===== config.mk =====
export PLATFORM = sky130hd
export DESIGN_NAME = signed_seq_divider
export DESIGN_NICKNAME = d
export VERILOG_FILES = /design/src/rtl/divider_pkg.sv /design/src/rtl/div_restore_step.sv /design/src/rtl/signed_seq_divider.sv
export SDC_FILE = /design/constraint.sdc
export NUM_CORES = 1
export LEC_CHECK = 0
export CORE_MARGIN = 5
export CORE_UTILIZATION = 50
export DETAILED_ROUTE_END_ITERATION = 12
export PLACE_DENSITY = 0.76
export SLEW_MARGIN = 40
export SYNTH_ARGS = -nofsm -noshare
export SYNTH_HDL_FRONTEND = slang
export SYNTH_SLANG_ARGS = --single-unit

===== constraint.sdc =====
create_clock -name clk -period 1.9 [get_ports clk]
set_input_delay 0.38 -clock clk [delete_from_list [all_inputs] [get_ports clk]]
set_output_delay 0.38 -clock clk [all_outputs]
set_load 0.03 [all_outputs]

===== src/rtl/divider_pkg.sv =====
// Shared types and helpers for the sequential signed divider.
package divider_pkg;

   typedef enum logic [1:0] {StIdle, StCalc, StFix} state_e;

   localparam int unsigned DefaultWidth = 8;

   // Iteration-counter width for an n-bit divider.
   function automatic int unsigned cnt_width(input int unsigned n);
      return $clog2(n + 1);
   endfunction

   // Two's-complement magnitude of a sign-extended value; callers truncate to N bits,
   // which keeps |-2^(N-1)| = 2^(N-1) representable as an unsigned N-bit value.
   function automatic logic [63:0] abs_mag(input logic [63:0] x);
      return x[63] ? (~x + 64'd1) : x;
   endfunction

endpackage


===== src/rtl/div_restore_step.sv =====
// One restoring-division iteration on unsigned magnitudes.
module div_restore_step #(
   parameter int unsigned N = 8
) (
   input  logic [N:0]   r,
   input  logic         bit_in,
   input  logic [N-1:0] dvsr,
   output logic [N:0]   r_next,
   output logic         q_bit
);

   logic [N+1:0] trial;

   always_comb begin
      trial  = {r, bit_in} - {2'b00, dvsr};
      q_bit  = ~trial[N+1];
      r_next = trial[N+1] ? {r[N-1:0], bit_in} : trial[N:0];
   end

endmodule


===== src/rtl/signed_seq_divider.sv =====
// Sequential signed divider: N restoring iterations on magnitudes, then sign correction.
module signed_seq_divider
   import divider_pkg::*;
#(
   parameter int unsigned N = DefaultWidth
) (
   input  logic         clk,
   input  logic         rst_n,
   input  logic         start,
   input  logic [N-1:0] dividend,
   input  logic [N-1:0] divisor,
   output logic         busy,
   output logic         done,
   output logic [N-1:0] quotient,
   output logic [N-1:0] remainder,
   output logic         div_by_zero,
   output logic         overflow
);

   localparam int unsigned CntW = cnt_width(N);
   localparam logic [N-1:0] MinVal = {1'b1, {(N - 1){1'b0}}};

   state_e          state_q, state_d;
   logic [CntW-1:0] cnt_q, cnt_d;
   logic [N:0]      rem_q, rem_d;
   // Holds the dividend magnitude; quotient bits shift in as dividend bits shift out.
   logic [N-1:0]    shift_q, shift_d;
   logic [N-1:0]    dvsr_q, dvsr_d;
   logic            q_neg_q, q_neg_d, r_neg_q, r_neg_d;
   logic            dbz_q, dbz_d, ovf_q, ovf_d;
   logic [N-1:0]    quotient_q, quotient_d, remainder_q, remainder_d;
   logic            dbz_out_q, dbz_out_d, ovf_out_q, ovf_out_d;
   logic            done_q, done_d;

   logic [N:0]      step_r;
   logic            step_q;

   div_restore_step #(.N(N)) u_step (
      .r      (rem_q),
      .bit_in (shift_q[N-1]),
      .dvsr   (dvsr_q),
      .r_next (step_r),
      .q_bit  (step_q)
   );

   always_comb begin
      state_d     = state_q;
      cnt_d       = cnt_q;
      rem_d       = rem_q;
      shift_d     = shift_q;
      dvsr_d      = dvsr_q;
      q_neg_d     = q_neg_q;
      r_neg_d     = r_neg_q;
      dbz_d       = dbz_q;
      ovf_d       = ovf_q;
      quotient_d  = quotient_q;
      remainder_d = remainder_q;
      dbz_out_d   = dbz_out_q;
      ovf_out_d   = ovf_out_q;
      done_d      = 1'b0;
      unique case (state_q)
         StIdle: begin
            if (start) begin
               state_d = StCalc;
               cnt_d   = '0;
               rem_d   = '0;
               shift_d = N'(abs_mag(64'($signed(dividend))));
               dvsr_d  = N'(abs_mag(64'($signed(divisor))));
               q_neg_d = dividend[N-1] ^ divisor[N-1];
               r_neg_d = dividend[N-1];
               dbz_d   = (divisor == '0);
               ovf_d   = (dividend == MinVal) && (divisor == '1);
            end
         end
         StCalc: begin
            rem_d   = step_r;
            shift_d = {shift_q[N-2:0], step_q};
            cnt_d   = cnt_q + 1'b1;
            if (cnt_q == CntW'(N - 1)) state_d = StFix;
         end
         StFix: begin
            state_d = StIdle;
            done_d  = 1'b1;
            // A zero divisor yields an all-ones quotient irrespective of sign.
            if (dbz_q)        quotient_d = '1;
            else if (q_neg_q) quotient_d = -shift_q;
            else              quotient_d = shift_q;
            remainder_d = r_neg_q ? -rem_q[N-1:0] : rem_q[N-1:0];
            dbz_out_d   = dbz_q;
            ovf_out_d   = ovf_q;
         end
         default: state_d = StIdle;
      endcase
   end

   always_ff @(posedge clk or negedge rst_n) begin
      if (!rst_n) begin
         state_q     <= StIdle;
         cnt_q       <= '0;
         rem_q       <= '0;
         shift_q     <= '0;
         dvsr_q      <= '0;
         q_neg_q     <= 1'b0;
         r_neg_q     <= 1'b0;
         dbz_q       <= 1'b0;
         ovf_q       <= 1'b0;
         quotient_q  <= '0;
         remainder_q <= '0;
         dbz_out_q   <= 1'b0;
         ovf_out_q   <= 1'b0;
         done_q      <= 1'b0;
      end else begin
         state_q     <= state_d;
         cnt_q       <= cnt_d;
         rem_q       <= rem_d;
         shift_q     <= shift_d;
         dvsr_q      <= dvsr_d;
         q_neg_q     <= q_neg_d;
         r_neg_q     <= r_neg_d;
         dbz_q       <= dbz_d;
         ovf_q       <= ovf_d;
         quotient_q  <= quotient_d;
         remainder_q <= remainder_d;
         dbz_out_q   <= dbz_out_d;
         ovf_out_q   <= ovf_out_d;
         done_q      <= done_d;
      end
   end

   assign busy        = (state_q != StIdle);
   assign done        = done_q;
   assign quotient    = quotient_q;
   assign remainder   = remainder_q;
   assign div_by_zero = dbz_out_q;
   assign overflow    = ovf_out_q;

endmodule


==> run metrics, run 1 <==
P&R area growth vs syn=33.2%; CTS clk-pin slew, worst paths=0.10 ns; number of global-route vias before repair=2755; # H-tree levels=2; routability cong.=0.855; Synth cell types=44; Critical Path AT=2.23 ns; Post-Syn Area per Cell=8.96 µm²; GRT met3 Usage=2.58%; post-DR wirelength/cell=between 10 and 15 µm; row cnt=29; DRT Pass-1 Iters=4; Iteration-0 DRC Markers=144; core area=between 6000 and 7000 µm²; reg2reg end=rem_q[2]; Min Hold Slack=0.430 ns; Port Buffers=38; Hold Path Class=input port to async pin; Worst-Margin Slew=between 0.7 and 0.8 ns; initial antenna violation count=0; Detail Route Antenna Nets=0; Net Count, Synth=~390; post-DP HPWL=5540 µm; Post-Place Cells=491; routing usage on met1=25.5%; power per standard cell area=1840 nW/µm²; hold violation count in the final report=0; Die Wd=89.4 µm; GR Util All Layers=~20%; Antenna Cells=0; Critical Path Start Type=flop; first-pass GRT wire length=12300 µm; GRT busiest layer=met2; Synth area leaders=dfrtp_1 (43%), o21ai_0 (7.0%), nand2_1 (6.5%); CP endpoint kind=flop; Yosys Warn Count=0; final std cells w/o fill=slightly above 500; register bit total from synthesis=54; reg2reg start=rem_q[3]; maximum root-to-sink buffer count=2; IO Count=39; Final #Nets=464; Setup Skew=0.0118 ns; outcome=finished, violations left; failing checks=setup timing; area leader, netlist=dfrtp_1; asr flop ratio synth=between 90% and 100%; Routed Wire Length=7320 µm; met2 Usage GRT=33.9%; Max VDD drop=1060 µV; DRC Markers=0; Setup-failing EPs final=9; clock latency on the worst-skew pair=about 0.32 ns; Worst Reg-to-Reg Cells=8; TritonCTS clock tree=done; Final min period=2.06 ns; RSZ-0062 raised after global routing=true; clock sink total=54; Synth top area share=between 40% and 50%; Post-synth EDFFs=0; Initial Util=50.5%; cts bufs inserted=5; critical path class=flop to flop; r2r setup slk=-0.16 ns; synthesized area=3150 µm²; Pleak=around 0.0019 µW; fmax=0.485 GHz; Cells after Synth=roughly 350; layout cells sized above 1=18.6%; Crit Path Max Fanout=5; die height=between 80 and 90 µm; Remaining Overflow, GRT=0; Via density=5.39; max-cap check violation count=0; register area share after synthesis=42.8%; Fillers=496; CTS Root Cell=clkbuf_8; Vias=2737; Slew headroom=53.0%; largest net degree at the start of global routing=50; Post-synth top flop=dfrtp_1; WP data required=2.07 ns; Final period util=109%; die area=8000 µm²; setup ws final=-0.162 ns; Max Slew Vio Count=0
[per-layer routing]
layer | vias up | part of all wire [%]
met3 | 11 | 5.2
met4 | 0 | 1.2
li1 | 1358 | -
met1 | 1301 | 44
met2 | 67 | 50
met5 | - | 0
[stage by stage]
| stage | area (µm²) | util (%) | TNS, ns | setup slack [ns] | total power [µW] |
|---|---|---|---|---|---|
| 2_1_floorplan | 3220 | - | 0 | 0.0123 | 4990 |
| 3_3_place_gp | 3940 | 63.1 | -1.05 | -0.156 | 6270 |
| 3_5_place_dp | 3940 | 63.1 | -1.73 | -0.206 | 6440 |
| 4_1_cts | 4100 | 65.7 | -0.655 | -0.0852 | 7390 |
| 5_1_grt | 4200 | 67.3 | -1.89 | -0.228 | 8380 |
| 6_report | 4200 | 67.3 | -0.967 | -0.162 | 7720 |
[flip-flops by register name, summed over array words and instances, names as in the netlist, 2 cells and up]
name       count
rem_q          9
cnt_q          4
state_q        2
dvsr_q         8
quotient       8
shift_q        8
remainder      8
[where the power goes]
group	leakage (µW)	switching, µW	internal [µW]
clock network	0.0000587	410	400
registers	0.000684	440	1620
logic	0.00117	2440	2410
[area by class of cell]
type	count	area (µm²)	area share [%]
Timing Repair Buffer	87	757	18.0
Multi-Input combinational cell	261	1800	42.9
Tap cell	77	96.3	2.29
Clock inverter	3	47.5	1.13
Sequential cell	54	1350	32.2
Inverter	21	78.8	1.88
Clock buffer	5	68.8	1.64
[critical path, cell delays in order (launching register included)]
cell and delay, ns:
dfrtp_1 0.43, ha_4 0.29, o211ai_1 0.09, buf_4 0.16, a211oi_4 0.19, nor2_4 0.11
xnor2_4 0.29, mux2i_1 0.25, o21ai_0 0.10
[cells by family after synthesis]
family	synth area share (%)
buf+inv	4.88
simple gates	16.9
flops	42.8
xor+xnor	8.93
fa+ha+maj	6.19
compound gates	16.8
mux	3.49
[cells in the mapped netlist (3+ instances only)]
library cell,count
inv_1,21
nand2_1,55
nor2_1,21
o31ai_1,7
o21ai_0,44
dfrtp_1,54
a21oi_1,13
clkbuf_1,15
nand3_1,13
mux2i_1,11
nor3_1,3
nand2b_1,7
or3_1,4
xnor2_1,18
xor2_1,11
ha_1,14
a22oi_1,5
nor2b_1,4
[placed cells by master, fill, tap and decap left out, drive strengths merged, types with 2 or more instances in the layout]
cell type      netlist  layout
a211oi               3       3
xnor2               19      20
a22oi                5       5
o31ai                8       8
nand4                2       2
nor3                 3       3
o21ai               46      46
nor4                 2       2
or3                  5       5
nand2               55      55
clkbuf              15       5
buf                  2      49
nor2b                4       4
ha                  14      14
a21oi               13      13
clkdlybuf4s50        0      36
nor2                22      22
nand3               13      13
inv                 21      22
o221ai               2       2
nand2b               7       7
mux2i               11      11
xor2                11      11
a21o                 2       2
dfrtp               54      54
[repair_timing]
item	CTS	global route
hold buffers	1	0
resized for setup	8	12
buffers inserted	0	7
pin swaps	3	7
hold endpoints to repair	5	0
gates cloned	1	0
endpoints found under the setup margin	11	10
[how the worst max path moves through the flow]
stage,startpoint,to,slack (ns),cells after the start
global placement,dividend[5],ovf_q,-0.16,4
global route,dvsr_q[4],rem_q[2],-0.23,9
CTS,rem_q[3],rem_q[4],-0.09,7
detailed placement,dividend[5],ovf_q,-0.21,4
floorplan,rem_q[2],rem_q[1],0.01,7
finish,rem_q[3],rem_q[2],-0.16,8
No activity file was read; power rests on OpenSTA's default activity.
==> inputs of run 2 (changes only) <==
--- a/config.mk
+++ b/config.mk
@@ -6,9 +6,10 @@
 export NUM_CORES = 1
 export LEC_CHECK = 0
 export CORE_MARGIN = 5
-export CORE_UTILIZATION = 50
+export CORE_UTILIZATION = 52
+export CTS_BUF_LIST = sky130_fd_sc_hd__clkbuf_4
 export DETAILED_ROUTE_END_ITERATION = 12
-export PLACE_DENSITY = 0.76
+export PLACE_DENSITY = 0.78
 export SLEW_MARGIN = 40
 export SYNTH_ARGS = -nofsm -noshare
 export SYNTH_HDL_FRONTEND = slang
==> run 2 against run 1 <==
Net effect:
- the flow still finishes with violations (setup timing)
- setup slack better by 0.0061 ns
- largest cell class unchanged
- count of clock-buffer cells in the layout stayed put
- sequential share of layout area is 0.63 points higher
- final area is 1.9% lower
- highest routed layer unchanged
- maximum frequency is 0.30% higher
- final cell count is 1.4% lower
==> run metrics, run 2 (synthesis results as in run 1) <==
Largest Register=rem_q; routability cong.=about 0.90; Vias=approximately 2800; Pleak=0.00188 µW; Initial Util=53.3%; most frequent cells in the layout=nand2_1 (55), dfrtp_1 (54), o21ai_0 (42), buf_4 (42), clkdlybuf4s50_1 (35); die area=slightly below 8000 µm²; Port Buffers=38; Die Wd=87.9 µm; Antenna Cells=0; Worst-Margin Slew=0.714 ns; hold violation count in the final report=0; max-cap check violation count=0; post-DP HPWL=~5600 µm; first-pass GRT wire length=12700 µm; CTS clk-pin slew, worst paths=0.16 ns; Setup-failing EPs final=9; RSZ-0062 raised after global routing=true; post-DR wirelength/cell=about 15 µm; Critical Path Start Type=flop; Max Slew Vio Count=0; Largest register FFs=9; Hold Path Class=flop to flop; initial antenna violation count=0; Final min period=2.06 ns; maximum root-to-sink buffer count=2; number of global-route vias before repair=2781; # H-tree levels=2; most common cell after layout, fill and taps aside=nand2_1; final core utilization=between 60% and 70%; Via density=5.52; Setup Skew=between 0.01 and 0.015 ns; GR Util All Layers=a little over a fifth; Critical Path AT=2.31 ns; CP endpoint kind=flop; setup TNS=-1.09 ns; Fillers=469; Iteration-0 DRC Markers=~220; clock sink total=54; Final #Nets=approximately 460; clock latency on the worst-skew pair=0.38 ns; core area=5920 µm²; Final period util=108%; cts bufs inserted=5; Detail Route Antenna Nets=0; row cnt=28; largest net degree at the start of global routing=55; layout cells sized above 1=17.1%; Routed Wire Length=approximately 7500 µm; Slew headroom=a little over half; TritonCTS clock tree=done; WP data required=2.15 ns; CTS Root Cell=clkbuf_4; DRT Pass-1 Iters=4; die height=around 88 µm; power per standard cell area=1820 nW/µm²; setup ws final=-0.156 ns; Crit Path Max Fanout=5; critical path class=flop to flop; outcome=finished, violations left; fmax=0.486 GHz; Max VDD drop=1240 µV; IO Count=39; failing checks=setup timing; Remaining Overflow, GRT=0; DRC Markers=0; P&R area growth vs syn=30.6%
[run 2: cell type report]
class	count	area [µm²]	area share, %
clock buffers	5	37.5	0.911
clock inverters	3	45.0	1.09
inverters	21	78.8	1.91
multi-input cells	261	1790	43.5
flip-flops and latches	54	1350	32.8
well taps	75	93.8	2.28
repair buffers	82	722	17.5
[run 2: power by group]
part	leakage [µW]	switching, µW	internal, µW
logic	0.00116	2410	2370
registers	0.000684	448	1610
clock network	0.0000374	382	276
total	0.00188	3240	4260
[run 2: metrics by stage]
stage	instance area [µm²]	hold slack, ns	std cells	power, µW	setup slack, ns
after global placement	3940	0.393	489	6300	-0.153
final	4120	0.493	501	7500	-0.156
after global routing	4120	0.515	501	8140	-0.267
after CTS	4070	0.494	500	7310	-0.0950
after detailed placement	3940	0.397	489	6500	-0.210
after floorplan	3220	0.0844	352	4990	0.0123
[run 2: critical path, cell delays in order, from the launching register on]
cell and delay (ns):
dfrtp_1 0.40, inv_1 0.08, ha_4 0.28, nand3_1 0.14
a211oi_2 0.30, nor2_4 0.11, xnor2_4 0.30, mux2i_1 0.21
o21ai_0 0.10
[run 2: repair_timing]
action,4_1_cts,5_1_grt
setup buffers,1,1
cloned,1,0
pin swaps,2,6
hold buffers,1,0
resized for setup,6,10
endpoints found under the setup margin,11,12
endpoints found under the hold margin,54,0
[run 2: metal layers]
layer	vias to the layer above	track usage (%)	part of all wire, %
met3	12	3.39	6.0
met1	1321	26.5	42
met4	0	5.58	1.5
met5	-	0	0
met2	70	36.8	51
li1	1361	-	-
[run 2: final timing paths]
kind	startpoint	endpoint	slack (ns)	cells past startpoint
worst max-delay path	dvsr_q[6]	rem_q[1]	-0.16	8
worst min-delay path	quotient[2]	quotient[2]	0.49	2
worst max register to register	dvsr_q[6]	rem_q[1]	-0.16	8
worst min register to register	quotient[2]	quotient[2]	0.49	2
max in group asynchronous	rst_n	rem_q[6]	1.14	3
min in group asynchronous	rst_n	dbz_q	0.50	3
==> inputs of run 3 (changes only) <==
--- a/config.mk
+++ b/config.mk
@@ -6,10 +6,11 @@
 export NUM_CORES = 1
 export LEC_CHECK = 0
 export CORE_MARGIN = 5
-export CORE_UTILIZATION = 52
+export CORE_UTILIZATION = 60
 export CTS_BUF_LIST = sky130_fd_sc_hd__clkbuf_4
 export DETAILED_ROUTE_END_ITERATION = 12
-export PLACE_DENSITY = 0.78
+export DONT_BUFFER_PORTS = 1
+export PLACE_DENSITY = 0.79
 export SLEW_MARGIN = 40
 export SYNTH_ARGS = -nofsm -noshare
 export SYNTH_HDL_FRONTEND = slang
==> run 3 against run 2 <==
Net effect:
- the flow still finishes with violations (setup timing)
- maximum frequency down 1.5%
- first-iteration DRC count down 25%
- routed wire length decreased by 0.46%
- largest power group unchanged
- highest routed layer unchanged
==> run metrics, run 3 (synthesis results as in run 1) <==
outcome=finished, violations left; failing checks=setup timing; slowest stage delay, CP=0.47 ns; Final min period=2.09 ns; row cnt=26; maximum root-to-sink buffer count=2; post-route cell area=3660 µm²; CTS Root Cell=clkbuf_4; Hold Path Class=input port to flop; die height=82.5 µm; post-DR wirelength/cell=16.7 µm; Max VDD drop=949 µV; CTS clk-pin slew, worst paths=0.16 ns; Vias=2566; core area=5110 µm²; Antenna Cells=0; Crit Path Max Fanout=4; Remaining Overflow, GRT=0; Min Hold Slack=0.131 ns; Detail Route Antenna Nets=0; Via density=5.77; Iteration-0 DRC Markers=around 160; Max Slew Vio Count=0; RSZ-0062 raised after global routing=true; TritonCTS clock tree=done; clock sink total=54; max-cap check violation count=0; setup TNS=-1.05 ns; hold violation count in the final report=0; most common cell after layout, fill and taps aside=nand2_1; power per standard cell area=a little under 2000 nW/µm²; Routed Wire Length=~7400 µm; Critical Path AT=around 2.4 ns; cts bufs inserted=5; Pleak=around 0.0017 µW; Final #Nets=409; DRC Markers=0; Largest Register=rem_q; critical path class=flop to flop; most frequent cells in the layout=nand2_1 (55), dfrtp_1 (54), o21ai_0 (40); IO Count=39; Initial Util=between 60 and 70%; Critical Path Start Type=flop; WP data required=2.17 ns; Die Wd=about 83 µm; Port Buffers=0; CP endpoint kind=flop; clock latency on the worst-skew pair=0.39 ns; # H-tree levels=2; fmax=~0.48 GHz; layout cells sized above 1=between 10% and 20%; GR Util All Layers=between 20% and 30%; Worst-Margin Slew=0.769 ns; Final period util=110%; CP bufs+invs=1; crit path cell chain=ha_4 -> a21oi_1 -> o221ai_2 -> nor2_4 -> xnor2_4 -> buf_6 -> mux2i_1 -> o21ai_1; CP delay by family, top=flip-flops; final std cells w/o fill=445; post-DP HPWL=5300 µm; initial antenna violation count=0; first-pass GRT wire length=around 12000 µm; largest net degree at the start of global routing=55; setup ws final=-0.187 ns; Setup-failing EPs final=9; P&R area growth vs syn=16.1%; die area=6810 µm²; Fillers=400; Crit-path slowest cell=dfrtp_1; Setup Skew=between 0.02 and 0.025 ns; Post-Place Cells=432; DRT Pass-1 Iters=4; Largest register FFs=9; routability cong.=0.975; Slew headroom=48.5%; total power draw=about 7200 µW; placed cell areas=about 3400 µm²; number of global-route vias before repair=between 2000 and 3000
==> run 3: changes by cell type in the layout (fill, tap and decap cells not counted), sizes merged <==
cell	change
buf	-13
bufinv	-1
clkdlybuf4s50	-35
clkinv	+1
clkinvlp	-2
dlygate4sd2	-1
dlymetal6s2s	-1
inv	+1
==> run 3: area by class of cell <==
cell class	count	area [µm²]	share of cell area, %
Clock buffer	5	37.5	1.03
Inverter	21	78.8	2.15
Sequential cell	54	1350	36.9
Timing Repair Buffer	32	270	7.38
Clock inverter	2	13.8	0.376
Tap cell	70	87.6	2.39
Multi-Input combinational cell	261	1820	49.8
==> run 3: metal layers <==
| layer | share of wire, % | track usage [%] | vias to the layer above | routed length, µm |
|---|---|---|---|---|
| met2 | 49 | 39.5 | 75 | 3650 |
| met5 | 0 | 0 | - | 0 |
| met1 | 43 | 31.1 | 1234 | 3170 |
| met3 | 6.5 | 5.42 | 13 | 481 |
| li1 | - | - | 1244 | - |
| met4 | 1.6 | 7.68 | 0 | 116 |
==> run 3: path summary, 6_finish.rpt <==
path                                   from   endpoint  slack [ns]  cells after the start
worst max-delay path               rem_q[5]   rem_q[1]       -0.19                      8
worst min-delay path            dividend[7]    r_neg_q        0.13                      2
worst max register to register     rem_q[5]   rem_q[1]       -0.19                      8
worst min register to register    dvsr_q[6]  dvsr_q[6]        0.50                      2
max in group asynchronous             rst_n  dvsr_q[7]        1.16                      2
min in group asynchronous             rst_n   overflow        0.48                      2
==> run 3: power breakdown <==
group          switching, µW  internal (µW)  total, µW
clock network            376            141        517
logic                   2190           2180       4370
registers                735           1610       2350
total                   3310           3930       7240
==> run 3: what timing repair did <==
action                                  CTS  global route
setup buffers                             0             3
pin swaps                                10             5
hold buffers                              2             0
endpoints found under the hold margin    54             0
resized for setup                         8            13
gates cloned                              1             0
endpoints found under the setup margin   10            10
==> run 3: through the flow <==
stage	worst slack [ns]	util (%)
floorplan	0.0123	-
global placement	-0.0953	67.3
detailed placement	-0.200	67.3
CTS	-0.105	69.9
global route	-0.256	71.7
finish	-0.187	71.7
==> run 3: worst reg2reg max path: stages, from the launching register on <==
cell      delay, ns
dfrtp_1        0.47
ha_4           0.28
a21oi_1        0.22
o221ai_2       0.15
nor2_4         0.25
xnor2_4        0.19
buf_6          0.15
mux2i_1        0.18
o21ai_1        0.08
